===== src/rtl/c17_bist_pkg.sv =====
// c17_bist_pkg: shared types and constants for the c17 BIST wrapper.
// State encoding, LFSR/MISR polynomials, widths and step helpers.
package c17_bist_pkg;

  typedef enum logic [1:0] {
    IDLE,
    RUN,
    FLUSH,
    DONE
  } state_t;

  localparam int PAT_W  = 5;
  localparam int RESP_W = 2;
  localparam int SIG_W  = 16;

  // x^5+x^3+1 in Fibonacci form: feedback = lfsr[4] ^ lfsr[2]
  localparam logic [PAT_W-1:0] LFSR_POLY_TAPS = 5'b10100;
  localparam logic [SIG_W-1:0] MISR_POLY      = 16'h1021;

  function automatic logic [PAT_W-1:0] lfsr_next(
    input logic [PAT_W-1:0] s
  );
    return {s[PAT_W-2:0], ^(s & LFSR_POLY_TAPS)};
  endfunction

  function automatic logic [SIG_W-1:0] misr_step(
    input logic [SIG_W-1:0]  m,
    input logic [RESP_W-1:0] r
  );
    logic [SIG_W-1:0] fb;
    fb = m[SIG_W-1] ? MISR_POLY : '0;
    return {m[SIG_W-2:0], 1'b0} ^ fb ^ {{(SIG_W-RESP_W){1'b0}}, r};
  endfunction

endpackage


===== src/rtl/c17_bist_misr.sv =====
// c17_bist_misr: 16-bit MISR compacting the c17 responses.
// Ports: clk, rst (async high), clr (sync), en, resp -> sig, sig_nxt.
module c17_bist_misr
  import c17_bist_pkg::*;
(
  input  logic              clk,
  input  logic              rst,
  input  logic              clr,
  input  logic              en,
  input  logic [RESP_W-1:0] resp,
  output logic [SIG_W-1:0]  sig,
  output logic [SIG_W-1:0]  sig_nxt
);

  // sig_nxt is exposed so the owner can judge the signature
  // on the same edge that absorbs the final response.
  always_comb begin
    sig_nxt = sig;
    if (clr) begin
      sig_nxt = '0;
    end else if (en) begin
      sig_nxt = misr_step(sig, resp);
    end
  end

  always_ff @(posedge clk or posedge rst) begin
    if (rst) begin
      sig <= '0;
    end else begin
      sig <= sig_nxt;
    end
  end

endmodule


===== src/rtl/c17_bist.sv =====
// c17_bist: LFSR stimulus, MISR compaction and run FSM for c17.
// Ports: blif_clk_net, blif_reset_net, start, resp -> pat, busy, done, pass, signature.
module c17_bist
  import c17_bist_pkg::*;
#(
  parameter int               NUM_PATTERNS = 31,
  parameter logic [PAT_W-1:0] LFSR_SEED    = 5'b00001,
  parameter int               RESP_DELAY   = 0,
  parameter logic [SIG_W-1:0] GOLDEN       = 16'h0000
) (
  input  logic              blif_clk_net,
  input  logic              blif_reset_net,
  input  logic              start,
  input  logic [RESP_W-1:0] resp,
  output logic [PAT_W-1:0]  pat,
  output logic              busy,
  output logic              done,
  output logic              pass,
  output logic [SIG_W-1:0]  signature
);

  localparam logic [4:0] RUN_LAST =
    5'(NUM_PATTERNS - 1);
  localparam logic [4:0] FL_LAST =
    (RESP_DELAY > 0) ? 5'(RESP_DELAY - 1) : 5'd0;

  state_t           state;
  logic [PAT_W-1:0] lfsr;
  logic [4:0]       cnt;
  logic             armed;
  logic             launch;
  logic             cap_valid;
  logic             start_go;
  logic [SIG_W-1:0] sig_nxt;

  // armed stays low for the first edge after reset release so a
  // start coinciding with release is dropped.
  assign start_go = (state == IDLE) && start && armed;
  assign launch   = (state == RUN);
  assign pat      = lfsr;

  generate
    if (RESP_DELAY == 0) begin : g_nopipe
      assign cap_valid = launch;
    end else begin : g_pipe
      logic [RESP_DELAY-1:0] pipe;
      always_ff @(posedge blif_clk_net or posedge blif_reset_net) begin
        if (blif_reset_net) begin
          pipe <= '0;
        end else begin
          pipe <= (pipe << 1) | RESP_DELAY'(launch);
        end
      end
      assign cap_valid = pipe[RESP_DELAY-1];
    end
  endgenerate

  c17_bist_misr u_misr (
    .clk     (blif_clk_net),
    .rst     (blif_reset_net),
    .clr     (start_go),
    .en      (cap_valid),
    .resp    (resp),
    .sig     (signature),
    .sig_nxt (sig_nxt)
  );

  always_ff @(posedge blif_clk_net or posedge blif_reset_net) begin
    if (blif_reset_net) begin
      state <= IDLE;
      lfsr  <= '0;
      cnt   <= '0;
      armed <= 1'b0;
      busy  <= 1'b0;
      done  <= 1'b0;
      pass  <= 1'b0;
    end else begin
      armed <= 1'b1;
      done  <= 1'b0;
      unique case (state)
        IDLE: begin
          if (start_go) begin
            state <= RUN;
            lfsr  <= LFSR_SEED;
            cnt   <= '0;
            pass  <= 1'b0;
            busy  <= 1'b1;
          end
        end
        RUN: begin
          lfsr <= lfsr_next(lfsr);
          if (cnt == RUN_LAST) begin
            cnt <= '0;
            if (RESP_DELAY > 0) begin
              state <= FLUSH;
            end else begin
              state <= DONE;
              busy  <= 1'b0;
              done  <= 1'b1;
              pass  <= (sig_nxt == GOLDEN);
            end
          end else begin
            cnt <= cnt + 5'd1;
          end
        end
        FLUSH: begin
          if (cnt == FL_LAST) begin
            cnt   <= '0;
            state <= DONE;
            busy  <= 1'b0;
            done  <= 1'b1;
            pass  <= (sig_nxt == GOLDEN);
          end else begin
            cnt <= cnt + 5'd1;
          end
        end
        DONE: begin
          state <= IDLE;
        end
        default: begin
          state <= IDLE;
        end
      endcase
    end
  end

endmodule


===== config.mk =====
export PLATFORM = sky130hd
export DESIGN_NAME = c17_bist
export DESIGN_NICKNAME = d
export VERILOG_FILES = /design/src/rtl/c17_bist_pkg.sv /design/src/rtl/c17_bist_misr.sv /design/src/rtl/c17_bist.sv
export SDC_FILE = /design/constraint.sdc
export NUM_CORES = 1
export LEC_CHECK = 0
export CAP_MARGIN = 25
export CORE_MARGIN = 4
export CORE_UTILIZATION = 56
export CTS_CLUSTER_DIAMETER = 30
export DETAILED_ROUTE_END_ITERATION = 10
export GPL_TIMING_DRIVEN = 0
export PLACE_DENSITY = 0.84
export REMOVE_ABC_BUFFERS = 1
export SYNTH_ARGS = -nofsm -noshare
export SYNTH_HDL_FRONTEND = slang
export SYNTH_SLANG_ARGS = --single-unit

===== constraint.sdc =====
create_clock -name blif_clk_net -period 3.6 [get_ports blif_clk_net]
set_input_delay 0.54 -clock blif_clk_net [delete_from_list [all_inputs] [get_ports blif_clk_net]]
set_output_delay 0.54 -clock blif_clk_net [all_outputs]
set_load 0.005 [all_outputs]

==> impl_metrics.json <==
{
  "grt_pass1_wl_um": 6220,
  "cap_violations": 0,
  "drc": 0,
  "track_usage_pct": 20.1,
  "antenna_found_initial": 0,
  "synth_edf_count": 0,
  "avgRoutedWirePerCell_um": 15.6,
  "die_w_um": 62.2,
  "skew_ns": 0.0131,
  "grt_max_degree": 30,
  "first_iter_violations": 73,
  "worstMarginPinSlew_ns": 0.633,
  "worstPathCellList": "inv_1, ha_1, and3_1, o21ai_0, nor4_1, a32o_1",
  "crit_required_ns": 3.88,
  "ant_nets": 0,
  "layout_min_cycle_time_ns": 2.23,
  "clock_latency_ns": 0.34,
  "num_antenna_cells": 0,
  "area_delta_synth_final_pct": 26.5,
  "cts_max_level": 2,
  "portBuffers": 28,
  "pre_cts_ws_ns": 1.20,
  "path_buf_inv": 1,
  "cp_top_family": "simple AND/OR/NAND/NOR gates",
  "hold_path_class": "in -> async",
  "rows": 19,
  "p_per_area_mw_per_mm2": 927,
  "cts_root_buf": "clkbuf_4",
  "crit_fanout": 18,
  "tritoncts": "yes",
  "cp-start-kind": "flip-flop",
  "critPathMaxStageDelay_ns": 0.61,
  "status": "complete, no violations",
  "drtPass1Iterations": 5,
  "path_clk_slew_ns": 0.10,
  "clockBufferDepth": 2,
  "cts.sinks": 32,
  "ys_seq_area_share_pct": 48.7,
  "setup_viol": 0,
  "pwr-share-seq_pct": 32.8,
  "multiInputGateArea_um2": 763,
  "synth.distinct_cells": 38,
  "max_freq_mhz": 448,
  "dp_cells": 215,
  "r2r-start": "state[0]$_DFFE_PP0P_",
  "start_util_pct": 59.1,
  "crit_path_end_kind": "flip-flop",
  "ir_worst_vdd_mv": 0.736,
  "maxSlewViolCount": 0,
  "ys_warn_count": 0,
  "fin_tns_setup_ns": 0,
  "stdcell_count": 224,
  "worstSetupPathType": "reg -> reg",
  "power.share.clock_pct": 16.0,
  "hold_violations": 0,
  "synth_seq_cells": 32,
  "power_mw": 1.93,
  "place_congestion": 0.842,
  "syn_area_per_cell_um2": 10.1,
  "routed-via-count": 1291,
  "async_flop_share_pct": 100,
  "p_int_mw": 1.19,
  "fin_ws_ns": 1.37,
  "p_switching_mw": 0.739,
  "cts-resized-gates": 0,
  "grt_overflow_total": 0,
  "p_comb_share_pct": 51.2,
  "fillCellCount": 201,
  "syn_inst": 162,
  "p_sw_share_pct": 38.3,
  "core_mm2": 0.00278,
  "cts_buffers": 5,
  "holdBufCountCts": 0,
  "final_common_cell": "dfrtp_1",
  "wl_um": 3510,
  "seqCellArea_um2": 801,
  "final_cell_mix": "dfrtp_1, clkdlybuf4s50_1, nor2_1",
  "syn_area_mm2": 0.00164,
  "period_share_pct": 62.0,
  "post-cts-setup-buffers": 0,
  "post-route-util_pct": 74.7,
  "grt_pass1_vias": 1307,
  "critPathSlowestCell": "and3_1",
  "slew-limit-headroom_pct": 57.8,
  "synthFlopType": "dfrtp_1",
  "die_area_mm2": 0.00386,
  "finalNetCount": 206,
  "ios": 29,
  "rsz0062_at_grt": "false",
  "viasPerCell": 5.76,
  "p_leak_nw": 0.911,
  "chipHeight_um": 62.2,
  "dp_hpwl_um": 2650,
  "arrival_ns": 2.52,
  "startpoint": "state[0]$_DFFE_PP0P_",
  "drive_gt1_share_pct": 8.81
}
-- sequential cells by signal, indices dropped and copies added, names as in the netlist --
signal,flops
u_misr.sig,16
cnt,5
pat,5
state,2
armed,1
busy,1
done,1
pass,1
-- stage by stage --
| step | hold WS, ns | area [um^2] |
|---|---|---|
| floorplan | 0.486 | 1610 |
| global placement | 0.492 | 1930 |
| detailed placement | 0.497 | 1960 |
| CTS | 0.520 | 2050 |
| global route | 0.547 | 2080 |
| finish | 0.515 | 2080 |
-- metal layers --
layer | GRT usage, % | vias to the layer above | part of all wire (%)
li1 | - | 625 | -
met1 | 25.6 | 612 | 43
met2 | 31.2 | 48 | 48
met3 | 7.03 | 6 | 6.9
met4 | 7.59 | 0 | 1.9
met5 | 0 | - | 0
-- cell families after synthesis --
family | share of synthesized area, %
buffers and inverters | 4.80
other | 0.228
DFF | 48.7
muxes | 8.07
and+or+nand+nor | 14.1
AOI/OAI and AO/OA | 14.5
adders and majority gates | 6.85
xor gates and xnor gates | 2.67
-- cell type report --
cell class	count	share of cell area (%)
Clock buffer	7	3.13
Clock inverter	1	1.44
Inverter	12	2.17
Multi-Input combinational cell	111	36.7
Sequential cell	32	38.5
Tap cell	31	1.87
Timing Repair Buffer	30	16.1
-- power groups by stage --
stage | clock network [mW] | registers [mW] | logic (mW)
after floorplan | 0 | 0.618 | 0.570
after global placement | 0 | 0.624 | 0.905
after detailed placement | 0 | 0.640 | 0.946
after global routing | 0.337 | 0.656 | 1.09
after CTS | 0.312 | 0.633 | 0.948
final | 0.308 | 0.633 | 0.986
-- path summary, 6_finish.rpt --
check / to / slack [ns] / depth (start not counted)
hold / removal: armed$_DFF_PP0_ / 0.51 / 2
max in group asynchronous: pat[0]$_DFFE_PP0P_ / 2.62 / 3
setup / recovery: pass$_DFFE_PP0P_ / 1.37 / 6
hold reg to reg: pat[3]$_DFFE_PP0P_ / 0.53 / 2
setup reg to reg: pass$_DFFE_PP0P_ / 1.37 / 6
min in group blif_clk_net: pat[3]$_DFFE_PP0P_ / 0.53 / 2
-- cell usage after synthesis, types with 2 or more instances --
library cell | n | area [um^2]
nor3_1 | 3 | 15.0
clkbuf_1 | 2 | 7.51
nand2_1 | 14 | 52.6
ha_1 | 9 | 113
o21ai_0 | 9 | 45.0
buf_2 | 3 | 15.0
a32o_1 | 2 | 20.0
a211oi_1 | 2 | 15.0
nor2_1 | 15 | 56.3
dfrtp_1 | 32 | 801
a21oi_2 | 2 | 17.5
inv_1 | 12 | 45.0
nand2b_1 | 3 | 18.8
mux2i_1 | 11 | 110
mux2_2 | 2 | 22.5
a21oi_1 | 6 | 30.0
a31oi_1 | 5 | 31.3
nand3_1 | 4 | 20.0
xnor2_1 | 5 | 43.8
o22ai_1 | 3 | 18.8
Power figures use the tool's default switching activity.
